--- config.mk ---
export PLATFORM = sky130hd
export DESIGN_NAME = pipe_rate_change_ctrl
export DESIGN_NICKNAME = d
export VERILOG_FILES = /design/src/rtl/pipe_rate_change_ctrl.sv
export SDC_FILE = /design/constraint.sdc
export NUM_CORES = 1
export LEC_CHECK = 0
export CAP_MARGIN = 20
export CORE_AREA = 2 2 83 85
export DETAILED_ROUTE_END_ITERATION = 6
export DIE_AREA = 0 0 85 87
export PLACE_DENSITY = 0.8
export SYNTH_ARGS = -nofsm -noshare
export SYNTH_HDL_FRONTEND = slang
export SYNTH_SLANG_ARGS = --single-unit
--- constraint.sdc ---
create_clock -name CLK -period 3.8 [get_ports CLK]
set_input_delay 0.76 -clock CLK [delete_from_list [all_inputs] [get_ports CLK]]
set_output_delay 0.76 -clock CLK [all_outputs]
set_load 0.02 [all_outputs]
--- src/rtl/pipe_rate_change_ctrl.sv ---
// pipe_rate_change_ctrl: MAC-side PIPE rate-change sequencer.
// Runs the PCLK-as-PHY-input handshake for LTSSM speed-change requests.
//
// Ports:
//   CLK, reset        clock, async active-high reset
//   ChangeReq         LTSSM request (accepted only in idle)
//   TargetRate[3:0]   requested rate, 0=Gen1 .. 4=Gen5
//   ActiveLanes[N]    lanes whose PhyStatus must be collected
//   PclkChangeOk      PHY ready for the PCLK change
//   PhyStatus[N]      per-lane PHY completion pulse
//   Rate[3:0]         PIPE Rate
//   PCLKRate[4:0]     PIPE PCLKRate (zero-extended Rate)
//   PclkChangeAck     MAC has switched PCLK
//   TxElecIdle[N]     all-ones while a change is in flight
//   Busy              sequence in progress
//   ChangeDone        one-cycle completion pulse
//   ChangeTimeout     one-cycle failure pulse

module pipe_rate_change_ctrl #(
  parameter int LANESNUMBER    = 16,
  parameter int TIMEOUT_CYCLES = 1024
) (
  input  logic                   CLK,
  input  logic                   reset,
  input  logic                   ChangeReq,
  input  logic [3:0]             TargetRate,
  input  logic [LANESNUMBER-1:0] ActiveLanes,
  input  logic                   PclkChangeOk,
  input  logic [LANESNUMBER-1:0] PhyStatus,
  output logic [3:0]             Rate,
  output logic [4:0]             PCLKRate,
  output logic                   PclkChangeAck,
  output logic [LANESNUMBER-1:0] TxElecIdle,
  output logic                   Busy,
  output logic                   ChangeDone,
  output logic                   ChangeTimeout
);

  // Counter runs one past TIMEOUT_CYCLES-1 so the failure pulse
  // lands the cycle after the last allowed handshake cycle.
  localparam int CW = $clog2(TIMEOUT_CYCLES + 1);
  localparam logic [CW-1:0] CntEnd = CW'(TIMEOUT_CYCLES);

  typedef enum logic [1:0] {
    Idle,
    Req,
    Ack,
    Done
  } state_t;

  state_t                 state;
  logic [3:0]             prevRate;
  logic [LANESNUMBER-1:0] lanesQ;
  logic [LANESNUMBER-1:0] sticky;
  logic [CW-1:0]          cnt;

  logic allSeen;
  logic expired;
  logic rateOk;

  assign allSeen = ((sticky | PhyStatus) & lanesQ) == lanesQ;
  assign expired = cnt == CntEnd;
  assign rateOk  = TargetRate <= 4'd4;

  always_ff @(posedge CLK or posedge reset) begin
    if (reset) begin
      state         <= Idle;
      Rate          <= '0;
      PCLKRate      <= '0;
      PclkChangeAck <= 1'b0;
      TxElecIdle    <= '1;
      Busy          <= 1'b0;
      ChangeDone    <= 1'b0;
      ChangeTimeout <= 1'b0;
      prevRate      <= '0;
      lanesQ        <= '0;
      sticky        <= '0;
      cnt           <= '0;
    end else begin
      ChangeDone    <= 1'b0;
      ChangeTimeout <= 1'b0;
      unique case (state)
        Idle: begin
          TxElecIdle <= '0;
          // Requests are held off while the timeout pulse is visible.
          if (ChangeReq && rateOk && !ChangeTimeout) begin
            if (TargetRate == Rate) begin
              state      <= Done;
              ChangeDone <= 1'b1;
            end else begin
              prevRate   <= Rate;
              lanesQ     <= ActiveLanes;
              Rate       <= TargetRate;
              PCLKRate   <= {1'b0, TargetRate};
              Busy       <= 1'b1;
              TxElecIdle <= '1;
              cnt        <= '0;
              state      <= Req;
            end
          end
        end
        Req: begin
          if (PclkChangeOk) begin
            state         <= Ack;
            PclkChangeAck <= 1'b1;
            cnt           <= expired ? cnt : cnt + 1'b1;
          end else if (expired) begin
            state         <= Idle;
            ChangeTimeout <= 1'b1;
            Rate          <= prevRate;
            PCLKRate      <= {1'b0, prevRate};
            PclkChangeAck <= 1'b0;
            Busy          <= 1'b0;
            TxElecIdle    <= '0;
            sticky        <= '0;
          end else begin
            cnt <= cnt + 1'b1;
          end
        end
        Ack: begin
          sticky <= sticky | PhyStatus;
          if (allSeen) begin
            state         <= Done;
            PclkChangeAck <= 1'b0;
            ChangeDone    <= 1'b1;
            Busy          <= 1'b0;
            TxElecIdle    <= '0;
          end else if (expired) begin
            state         <= Idle;
            ChangeTimeout <= 1'b1;
            Rate          <= prevRate;
            PCLKRate      <= {1'b0, prevRate};
            PclkChangeAck <= 1'b0;
            Busy          <= 1'b0;
            TxElecIdle    <= '0;
            sticky        <= '0;
          end else begin
            cnt <= cnt + 1'b1;
          end
        end
        Done: begin
          sticky <= '0;
          state  <= Idle;
        end
      endcase
    end
  end

endmodule
==> out/metrics.cfg <==
[synthesis]
synth.top_cell.area_share_pct = 40.7
synth_warnings = 0
synth_top_flop_cell = dfrtp_1
syn-num-nets = 358
yosysUniqueCellTypes = 49
synth_cells = 311
synth_edf_count = 0
synthTopCellsByArea = dfrtp_1, dfstp_2, mux2_2
synthArstFlopShare_pct = 100
avgSynthCellArea_um2 = 11.3
ys_seq_area_share_pct = 52.7
yosys.area.top_type = dfrtp_1
syn_area_um2 = 3500
ys_ff_latch = 73

[layout]
diodes = 0
drive_gt1_share_pct = 20.9
nFillCells = 474
final_cell_mix = clkdlybuf4s50_1, dfrtp_1, nor2_1
finalNetCount = 420
final_common_cell = clkdlybuf4s50_1
fin_util_pct = 68.1
syn_to_final_growth_pct = 27.6
register_area_um2 = 1850
multiInputGateArea_um2 = 1520

[grt]
grt_usage_pct = 20.8
grt_pass1_wl_mm = 12.0
antenna_found_initial = 0
grt_pass1_vias = 2524
grt_max_degree = 43
grt-ovfl-total = 0

[worst_setup_path]
required_ns = 4.03
slowest_delay_ns = 0.48
cp_max_fo = 18
cp-end-kind = register
start_kind = input port
critPathKind = in -> reg
crit_path_top_delay_cell = clkdlybuf4s50_1
critPathBufInv = 1
cp_top_family = simple AND/OR/NAND/NOR gates
path_cells = clkdlybuf4s50_1, nor3b_1, nor4_1, nand4_1, nor2_4, or4_4, mux2_4
worstPathArrival_ns = 3.04

[cts]
ctsHoldBuffers = 0
clk_pin_slew_ns = 0.07
cts_buffers = 9
htree_levels = 3
cts_setup_buffers = 0
clkLatencyLatePin_ns = 0.35
cts_root_buf = clkbuf_8
cts_tree = yes
ctsResizeCount = 0
cts_max_path_buffers = 2
cts.sinks = 73

[floorplanning]
ioPinCount = 69
die_w_um = 85
placementRows = 30
initial_core_util_pct = 53.4
die_h_um = 87
core_area_um2 = 6570
die_area_um2 = 7400

[timing]
clock.fmax_mhz = 356
setup_violations = 0
finalSetupTns_ns = 0
worstMarginPinSlew_ns = 0.894
hold_violations = 0
hold_ws_ns = 0.498
slew_violations = 0
period_minus_slack_ns = 2.81
fin_ws_ns = 0.990
slew_headroom_pct = 40.4
grt_setup_unrepaired = false
clock_skew_ns = 0.0107
post-route-period-util_pct = 73.9

[routing]
dr.pass1.iters = 6
drt_iter0_drc = 163
wire_per_inst_um = 16.1
vias = 2576
vias_per_cell = 5.62
drt-total-wl_mm = 7.35
ant_nets = 0
remaining_drc_errors = 0

[placement]
place.gp.congestion = 0.852
io_buffer_count = 67
dp_slack_ns = 0.696
hpwl_mm = 5.03

[status]
status = complete, no violations

[power_and_ir_drop]
p_leak_nw = 1.99
finalPower_w = 0.00394
ir_drop_mv = 0.525
p_per_area_nw_per_um2 = 882

[hold_path]
min_path_type = reg -> reg

[run]
drv_cap = 0

kinds of logic (layout without fill, tap and decap cells):
family | after synthesis | count (layout) | synth area share, %
flip-flops | 73 | 73 | 52.7
adder cells (fa/ha/maj) | 7 | 7 | 2.50
XOR/XNOR | 4 | 4 | 1.00
AO/OA/AOI/OAI | 72 | 72 | 13.3
buffers and inverters | 27 | 94 | 4.07
multiplexers | 29 | 29 | 9.71
AND/OR/NAND/NOR | 98 | 98 | 16.6
other | 1 | 1 | 0.107
final cells by class:
type,instances,share of cell area [%]
inverters,6,0.504
well taps,80,2.24
flip-flops and latches,73,41.3
clock buffers,10,2.85
repair buffers,72,16.1
clock inverters,6,3.08
multi-input cells,211,33.9
per-stage QoR:
stage                     std cells  area, µm²
after CTS                       456       4460
after detailed placement        440       4190
final                           458       4470
after global routing            458       4470
after global placement          440       4190
after floorplan                 311       3500
per-layer routing:
metal | share of wire (%) | wire length (µm) | GRT usage, % | up-vias
met2 | 49 | 3580 | 33.7 | 75
met4 | 1.0 | 74 | 6.49 | 0
li1 | - | - | - | 1234
met1 | 44 | 3240 | 27.1 | 1259
met5 | 0 | 0 | 0 | -
met3 | 6.3 | 463 | 6.35 | 8
cells in the mapped netlist, types with 6 or more instances:
cell type,number
a21o_1,18
a21oi_1,20
buf_4,6
clkbuf_1,9
dfrtp_1,57
dfstp_2,16
ha_1,7
inv_1,6
mux2_2,24
nand2_1,11
nand3_1,9
nor2_1,28
nor3b_1,16
o211ai_1,7
o21ai_0,12
sequential cells by signal (all words and copies together), names as in the netlist:
signal / flops
Busy: 1
ChangeDone: 1
ChangeTimeout: 1
PCLKRate: 4
PclkChangeAck: 1
TxElecIdle: 16
cnt: 11
lanesQ: 16
prevRate: 4
state: 2
sticky: 16
worst paths after layout:
kind	startpoint	end	slack [ns]	cells after the start
worst min register to register	sticky[6]	sticky[6]	0.50	2
max in group asynchronous	reset	prevRate[1]	2.29	3
min in group asynchronous	reset	cnt[8]	0.85	2
worst max register to register	state[0]	cnt[4]	1.05	5
worst max-delay path	PhyStatus[5]	PCLKRate[2]	0.99	7
worst min-delay path	sticky[6]	sticky[6]	0.50	2
power breakdown:
part | internal (W) | switching [W] | total (W)
combinational | 0.000840 | 0.000911 | 0.00175
sequential | 0.00117 | 0.000229 | 0.00140
clock | 0.000506 | 0.000292 | 0.000798
worst reg2reg max path, cell delays in order, from the launching register on:
cell and delay [ns]:
dfrtp_1 0.42, inv_1 0.10, ha_1 0.89, o211ai_1 0.40, or2_2 0.47, a211o_2 0.36
No activity file was read; power rests on OpenSTA's default activity.
